**config.mk**
```make
export PLATFORM = sky130hd
export DESIGN_NAME = instruction_decode
export DESIGN_NICKNAME = d
export VERILOG_FILES = /design/src/rtl/instruction_decode.sv
export SDC_FILE = /design/constraint.sdc
export NUM_CORES = 2
export LEC_CHECK = 0
export BUFFER_PORTS_ARGS = -buffer_cell sky130_fd_sc_hd__buf_2
export CAP_MARGIN = 20
export CELL_PAD_IN_SITES_DETAIL_PLACEMENT = 1
export CELL_PAD_IN_SITES_GLOBAL_PLACEMENT = 1
export CORE_MARGIN = 3
export CORE_UTILIZATION = 35
export CTS_CLUSTER_SIZE = 8
export DETAILED_ROUTE_END_ITERATION = 7
export PLACE_DENSITY_LB_ADDON = 0.1
export SETUP_SLACK_MARGIN = 0.02
export SLEW_MARGIN = 20
export SYNTH_ARGS = -nofsm -noshare
export SYNTH_HDL_FRONTEND = slang
export SYNTH_SLANG_ARGS = --single-unit
```
**constraint.sdc**
```tcl
create_clock -name clk -period 5 [get_ports clk]
set_input_delay 0.5 -clock clk [delete_from_list [all_inputs] [get_ports clk]]
set_output_delay 0.5 -clock clk [all_outputs]
set_load 0.05 [all_outputs]
```
**src/rtl/instruction_decode.sv**
```systemverilog
// Instruction decode stage: register file with write-through read, MIPS-subset
// decoder, hazard detection, branch/jump redirect and the ID/EX pipeline register.
module instruction_decode (
    input  logic        clk,
    input  logic        rst,
    input  logic [31:0] instruction_in,
    input  logic [31:0] PC_add_four_in,
    input  logic        wb_reg_write,
    input  logic [4:0]  wb_write_addr,
    input  logic [31:0] wb_write_data,
    input  logic        ex_reg_write,
    input  logic        ex_mem_read,
    input  logic [4:0]  ex_dest_addr,
    input  logic        mem_reg_write,
    input  logic [4:0]  mem_dest_addr,
    output logic        PC_mux_sel,
    output logic [31:0] PC_jump,
    output logic        stall,
    output logic [31:0] rs_data_out,
    output logic [31:0] rt_data_out,
    output logic [31:0] imm_out,
    output logic [31:0] PC_add_four_out,
    output logic [4:0]  rs_addr_out,
    output logic [4:0]  rt_addr_out,
    output logic [4:0]  dest_addr_out,
    output logic [3:0]  alu_op_out,
    output logic        alu_src_out,
    output logic        mem_read_out,
    output logic        mem_write_out,
    output logic        reg_write_out,
    output logic        link_out
);

    typedef enum logic [3:0] {
        ALU_ADD = 4'd0, ALU_SUB = 4'd1, ALU_AND = 4'd2, ALU_OR  = 4'd3, ALU_XOR = 4'd4,
        ALU_SLT = 4'd5, ALU_SLL = 4'd6, ALU_SRL = 4'd7, ALU_LUI = 4'd8
    } alu_op_t;

    localparam logic [5:0] OP_RTYPE = 6'h00, OP_J    = 6'h02, OP_JAL  = 6'h03;
    localparam logic [5:0] OP_BEQ   = 6'h04, OP_BNE  = 6'h05, OP_ADDI = 6'h08;
    localparam logic [5:0] OP_ADDIU = 6'h09, OP_ANDI = 6'h0C, OP_ORI  = 6'h0D;
    localparam logic [5:0] OP_LUI   = 6'h0F, OP_LW   = 6'h23, OP_SW   = 6'h2B;

    localparam logic [5:0] F_SLL = 6'h00, F_SRL = 6'h02, F_JR  = 6'h08;
    localparam logic [5:0] F_ADD = 6'h20, F_ADDU = 6'h21, F_SUB = 6'h22, F_SUBU = 6'h23;
    localparam logic [5:0] F_AND = 6'h24, F_OR  = 6'h25, F_XOR = 6'h26, F_SLT  = 6'h2A;

    logic [31:0] regs [32];

    logic [5:0]  opcode, funct;
    logic [4:0]  rs, rt, rd, shamt;
    logic [15:0] imm16;
    logic [31:0] sext_imm, zext_imm, rs_data, rt_data;

    alu_op_t     d_alu_op;
    logic        d_alu_src, d_mem_read, d_mem_write, d_reg_write, d_link;
    logic [4:0]  d_dest;
    logic [31:0] d_imm;
    logic        is_beq, is_bne, is_jump, is_jr, reads_rt;
    logic        load_use, ex_hit, mem_hit, br_rs, br_rt;

    assign opcode   = instruction_in[31:26];
    assign rs       = instruction_in[25:21];
    assign rt       = instruction_in[20:16];
    assign rd       = instruction_in[15:11];
    assign shamt    = instruction_in[10:6];
    assign funct    = instruction_in[5:0];
    assign imm16    = instruction_in[15:0];
    assign sext_imm = {{16{imm16[15]}}, imm16};
    assign zext_imm = {16'h0000, imm16};

    // Register reads see a same-cycle writeback so WB->ID needs no extra stall
    assign rs_data = (rs == 5'd0) ? 32'd0 :
                     (wb_reg_write && wb_write_addr == rs) ? wb_write_data : regs[rs];
    assign rt_data = (rt == 5'd0) ? 32'd0 :
                     (wb_reg_write && wb_write_addr == rt) ? wb_write_data : regs[rt];

    // Register file write port; reset wins over a coincident writeback
    always_ff @(posedge clk) begin
        if (rst) begin
            for (int i = 0; i < 32; i++) regs[i] <= 32'd0;
        end else if (wb_reg_write && wb_write_addr != 5'd0) begin
            regs[wb_write_addr] <= wb_write_data;
        end
    end

    // Decode control fields; an all-zero word is a flush bubble, not sll $0
    always_comb begin
        d_alu_op    = ALU_ADD;
        d_alu_src   = 1'b0;
        d_mem_read  = 1'b0;
        d_mem_write = 1'b0;
        d_reg_write = 1'b0;
        d_link      = 1'b0;
        d_dest      = 5'd0;
        d_imm       = 32'd0;
        is_beq      = 1'b0;
        is_bne      = 1'b0;
        is_jump     = 1'b0;
        is_jr       = 1'b0;
        reads_rt    = 1'b0;
        if (instruction_in != 32'd0) begin
            case (opcode)
                OP_RTYPE: begin
                    d_dest      = rd;
                    d_reg_write = 1'b1;
                    reads_rt    = 1'b1;
                    case (funct)
                        F_ADD, F_ADDU: d_alu_op = ALU_ADD;
                        F_SUB, F_SUBU: d_alu_op = ALU_SUB;
                        F_AND:         d_alu_op = ALU_AND;
                        F_OR:          d_alu_op = ALU_OR;
                        F_XOR:         d_alu_op = ALU_XOR;
                        F_SLT:         d_alu_op = ALU_SLT;
                        F_SLL, F_SRL: begin
                            d_alu_op  = (funct == F_SLL) ? ALU_SLL : ALU_SRL;
                            d_alu_src = 1'b1;
                            d_imm     = {27'd0, shamt};
                        end
                        F_JR: begin
                            is_jr       = 1'b1;
                            d_dest      = 5'd0;
                            d_reg_write = 1'b0;
                            reads_rt    = 1'b0;
                        end
                        default: begin
                            d_dest      = 5'd0;
                            d_reg_write = 1'b0;
                            reads_rt    = 1'b0;
                        end
                    endcase
                end
                OP_ADDI, OP_ADDIU: begin
                    d_alu_src = 1'b1; d_imm = sext_imm; d_dest = rt; d_reg_write = 1'b1;
                end
                OP_ANDI: begin
                    d_alu_op = ALU_AND; d_alu_src = 1'b1; d_imm = zext_imm;
                    d_dest = rt; d_reg_write = 1'b1;
                end
                OP_ORI: begin
                    d_alu_op = ALU_OR; d_alu_src = 1'b1; d_imm = zext_imm;
                    d_dest = rt; d_reg_write = 1'b1;
                end
                OP_LUI: begin
                    d_alu_op = ALU_LUI; d_alu_src = 1'b1; d_imm = {imm16, 16'h0000};
                    d_dest = rt; d_reg_write = 1'b1;
                end
                OP_LW: begin
                    d_alu_src = 1'b1; d_imm = sext_imm; d_mem_read = 1'b1;
                    d_dest = rt; d_reg_write = 1'b1;
                end
                OP_SW: begin
                    d_alu_src = 1'b1; d_imm = sext_imm; d_mem_write = 1'b1; reads_rt = 1'b1;
                end
                OP_BEQ: begin
                    is_beq = 1'b1; d_alu_op = ALU_SUB; d_imm = sext_imm; reads_rt = 1'b1;
                end
                OP_BNE: begin
                    is_bne = 1'b1; d_alu_op = ALU_SUB; d_imm = sext_imm; reads_rt = 1'b1;
                end
                OP_J: is_jump = 1'b1;
                OP_JAL: begin
                    is_jump = 1'b1; d_link = 1'b1; d_dest = 5'd31; d_reg_write = 1'b1;
                end
                default: ;
            endcase
        end
        if (d_dest == 5'd0) d_reg_write = 1'b0;
    end

    // Hazards: load-use, and branch/jr operands still in flight in EX or MEM
    always_comb begin
        br_rs    = is_beq | is_bne | is_jr;
        br_rt    = is_beq | is_bne;
        load_use = ex_mem_read && (ex_dest_addr != 5'd0) &&
                   ((ex_dest_addr == rs) || (reads_rt && ex_dest_addr == rt));
        ex_hit   = ex_reg_write && (ex_dest_addr != 5'd0) &&
                   ((br_rs && ex_dest_addr == rs) || (br_rt && ex_dest_addr == rt));
        mem_hit  = mem_reg_write && (mem_dest_addr != 5'd0) &&
                   ((br_rs && mem_dest_addr == rs) || (br_rt && mem_dest_addr == rt));
        stall    = load_use | ex_hit | mem_hit;
    end

    // Redirect fetch for taken branches and jumps, suppressed while stalled
    always_comb begin
        PC_mux_sel = 1'b0;
        PC_jump    = 32'd0;
        if (!stall) begin
            if ((is_beq && rs_data == rt_data) || (is_bne && rs_data != rt_data)) begin
                PC_mux_sel = 1'b1;
                PC_jump    = PC_add_four_in + {sext_imm[29:0], 2'b00};
            end else if (is_jump) begin
                PC_mux_sel = 1'b1;
                PC_jump    = {PC_add_four_in[31:28], instruction_in[25:0], 2'b00};
            end else if (is_jr) begin
                PC_mux_sel = 1'b1;
                PC_jump    = rs_data;
            end
        end
    end

    // ID/EX pipeline register: cleared on reset, bubble on stall, else decoded fields
    always_ff @(posedge clk) begin
        if (rst || stall) begin
            rs_data_out     <= 32'd0;
            rt_data_out     <= 32'd0;
            imm_out         <= 32'd0;
            PC_add_four_out <= 32'd0;
            rs_addr_out     <= 5'd0;
            rt_addr_out     <= 5'd0;
            dest_addr_out   <= 5'd0;
            alu_op_out      <= 4'd0;
            alu_src_out     <= 1'b0;
            mem_read_out    <= 1'b0;
            mem_write_out   <= 1'b0;
            reg_write_out   <= 1'b0;
            link_out        <= 1'b0;
        end else begin
            rs_data_out     <= rs_data;
            rt_data_out     <= rt_data;
            imm_out         <= d_imm;
            PC_add_four_out <= PC_add_four_in;
            rs_addr_out     <= rs;
            rt_addr_out     <= rt;
            dest_addr_out   <= d_dest;
            alu_op_out      <= d_alu_op;
            alu_src_out     <= d_alu_src;
            mem_read_out    <= d_mem_read;
            mem_write_out   <= d_mem_write;
            reg_write_out   <= d_reg_write;
            link_out        <= d_link;
        end
    end

endmodule

```
==> metrics <==
Buffers on Ports=between 300 and 400; Root Driver=clkbuf_16; syn_area_per_cell=roughly 14 µm²; Worst Setup Slack, final=-0.175 ns; Vias=~46,000; Period minus WS final=5.17 ns; TritonCTS clock tree=done; Area Growth Syn to Fin=22.0%; Max rail drop VDD=between 0.4 and 0.5 mV; Final Hold Viols=0; clock skew=around 0.03 ns; Post-synth EDFFs=between 1,000 and 1,500; post-synthesis async set-or-reset flop share=0%; initial antenna violation count=40; Skew-Pair Late Insertion Delay=0.83 ns; CP max-delay cell=nor2b_2; Yosys reg bits=1,176; Avg WL per Cell=39.6 µm; initial core utilization=approximately 35%; cts bufs inserted=about 170; FF+latch area=between 30,000 and 40,000 µm²; dpl cells=around 7,200; Final Max Tran Viols=0; row count=154; Worst EP required=around 4.5 ns; Setup TNS Final=-4.49 ns; run status=finished, violations left; critical path class=input pin to output pin; die height=around 430 µm; die width=~430 µm; Hold Crit Class=input pin to register; die area=about 180,000 µm²; Post-Place Cell Area=roughly 70,000 µm²; PwrDens=between 300 and 400 nW/µm²; Worst Setup End Kind=output pin; CTS Buffer Depth=3; worst hold slack=between 0.05 and 0.06 ns; most frequent cells in the layout=edfxtp_1, and2_1, mux4_2; Final Setup Violations=33; Netlist cell types=74; fin crit share=103%; NumNets Final=5,261; failing checks=setup timing; # fillers=17,700; Final Power=roughly 27 mW; starting DRC count in detailed routing=between 6,000 and 7,000; CTS sink cnt=around 1,200; DRC viols=0; Cell Count, Final, Fillers Out=7,544; Worst Max-Slew Pin Slew=~1.2 ns; Final Wtd Congestion=between 0.9 and 1; CP Cell Sequence=buf_2 -> nor2b_2 -> nand2_1 -> buf_4 -> o22ai_1 -> a211oi_1 -> a22oi_1 -> xnor2_2 -> nor4_1 -> nand4_1 -> nor4_4 -> buf_12 -> buf_12 -> nor4_1 -> a221o_1 -> buf_6; Gate Count Post-Synth=around 4,500; worst-path fanout max=16; startpoint types=input pin; area of the multi-input gates=27,800 µm²; total gr overflow=0; Worst EP arrival=between 4 and 5 ns; Top FF cell, synth=edfxtp_1; first-pass GRT wire length=around 410,000 µm; Top Ports=slightly above 300; synth warn=0; CTS H-tree lvls=4; Peak Freq=about 190 MHz; vias in the first global route=between 40,000 and 50,000; Crit path largest cell delay=approximately 0.55 ns; standby leakage power=27.5 nW; Max Cap Violations=0; register area share after synthesis=between 50% and 60%; fraction of layout cells with a size suffix above 1=between 30% and 40%; Pre-antenna DRT Iters=6; gr usage total=31.9%; commonest non-fill, non-tap cell in the layout=edfxtp_1; largest net degree at the start of global routing=49; dpl hpwl=195,000 µm; RSZ-0062 raised after global routing=yes; Routed Antenna Nets=0; core area=~180,000 µm²; Slew HR=between 20% and 30%; CTS clk-pin slew, worst paths=approximately 0.05 ns; Routed WL=around 300,000 µm; Finished Cell Area=between 70,000 and 80,000 µm²; vias per inst=6.16; Post-Syn Area=62,600 µm²
==> cell usage after synthesis, types with 26 or more instances <==
cell      number  share of area (%)
and2_1       993                9.9
or2_2         35               0.35
o21ai_0       72               0.58
nand2_1      185                1.1
mux2i_1      114                1.8
xor2_1        35               0.49
nor3_1       127                1.0
dfxtp_1      152                4.9
buf_2         87               0.70
xnor2_1       53               0.74
mux4_2       526                 19
a22oi_1       63               0.76
nor2b_1       26               0.26
and3_1        27               0.27
o22ai_1       36               0.36
ha_1          29               0.58
edfxtp_1    1024                 49
nor4_1        49               0.49
clkbuf_1     321                1.9
nand3_1       37               0.30
nor2_1       163               0.98
a21oi_1       69               0.55
==> worst max-delay path: cells and delay by family <==
family | cells | cell delay (ns)
XOR/XNOR | 1 | 0.30
AND/OR/NAND/NOR | 6 | 1.55
AO/OA/AOI/OAI | 4 | 1.17
buffers and inverters | 5 | 1.09
==> timing repair <==
item / CTS / global route
pin swaps: 6 / 26
endpoints found under the setup margin: 33 / 33
setup buffers: 7 / 17
hold buffers: 34 / 0
gates cloned: 1 / 4
gates resized for setup: 87 / 90
endpoints found under the hold margin: 34 / 0
==> layout make-up <==
class / count / share of cell area, %
clock buffers: 229 / 5.83
multi-input cells: 2915 / 36.4
repair buffers: 835 / 9.37
inverters: 20 / 0.102
well taps: 2340 / 3.84
flip-flops and latches: 1176 / 44.3
clock inverters: 12 / 0.167
diodes: 17 / 0.0557
==> cells by family (layout without fill, tap and decap cells) <==
| kind of cell | after synthesis | after routing | synth area share (%) |
|---|---|---|---|
| AND/OR/NAND/NOR | 1701 | 1701 | 15.4 |
| adder cells (fa/ha/maj) | 30 | 30 | 0.612 |
| buffers and inverters | 473 | 1096 | 3.19 |
| flip-flops | 1176 | 1176 | 54.0 |
| other | 1 | 49 | 0.00599 |
| AO/OA/AOI/OAI | 421 | 421 | 4.72 |
| XOR/XNOR | 88 | 88 | 1.23 |
| multiplexers | 643 | 643 | 20.8 |
==> metal layers <==
metal  share of wire, %  wire, µm  GRT usage (%)
met4                5.2     15600           15.0
met5              0.017        51              0
met1                 39    117000           41.8
met2                 47    139000           51.4
met3                9.1     27200           5.84
==> final timing paths <==
path,from,end,slack (ns),cells past startpoint
worst max-delay path,instruction_in[25],PC_jump[13],-0.17,16
worst min-delay path,instruction_in[30],link_out,0.06,3
worst max register to register,regs[3][0],rt_data_out[0],2.68,6
worst min register to register,regs[12][17],rs_data_out[17],1.20,6
==> state kept, by name (all words and copies together) (netlist names), 4 cells and up <==
signal and flops:
dest_addr_out 5, rt_data_out 32, regs 1024, alu_op_out 4, rt_addr_out 5, PC_add_four_out 32
rs_data_out 32, imm_out 32, rs_addr_out 5
==> power breakdown <==
part	total [mW]	internal [mW]	switching [mW]
combinational	4.56	1.74	2.83
sequential	11.5	11.2	0.287
clock	10.5	6.10	4.41
==> stage by stage <==
step           setup WS, ns  utilization (%)
6_report             -0.175             43.2
5_1_grt              -0.274             43.1
4_1_cts              -0.322             42.7
3_5_place_dp          -1.11             39.7
3_3_place_gp          -1.00             39.7
2_1_floorplan         0.104                -
(Power assumes the default switching activity.)
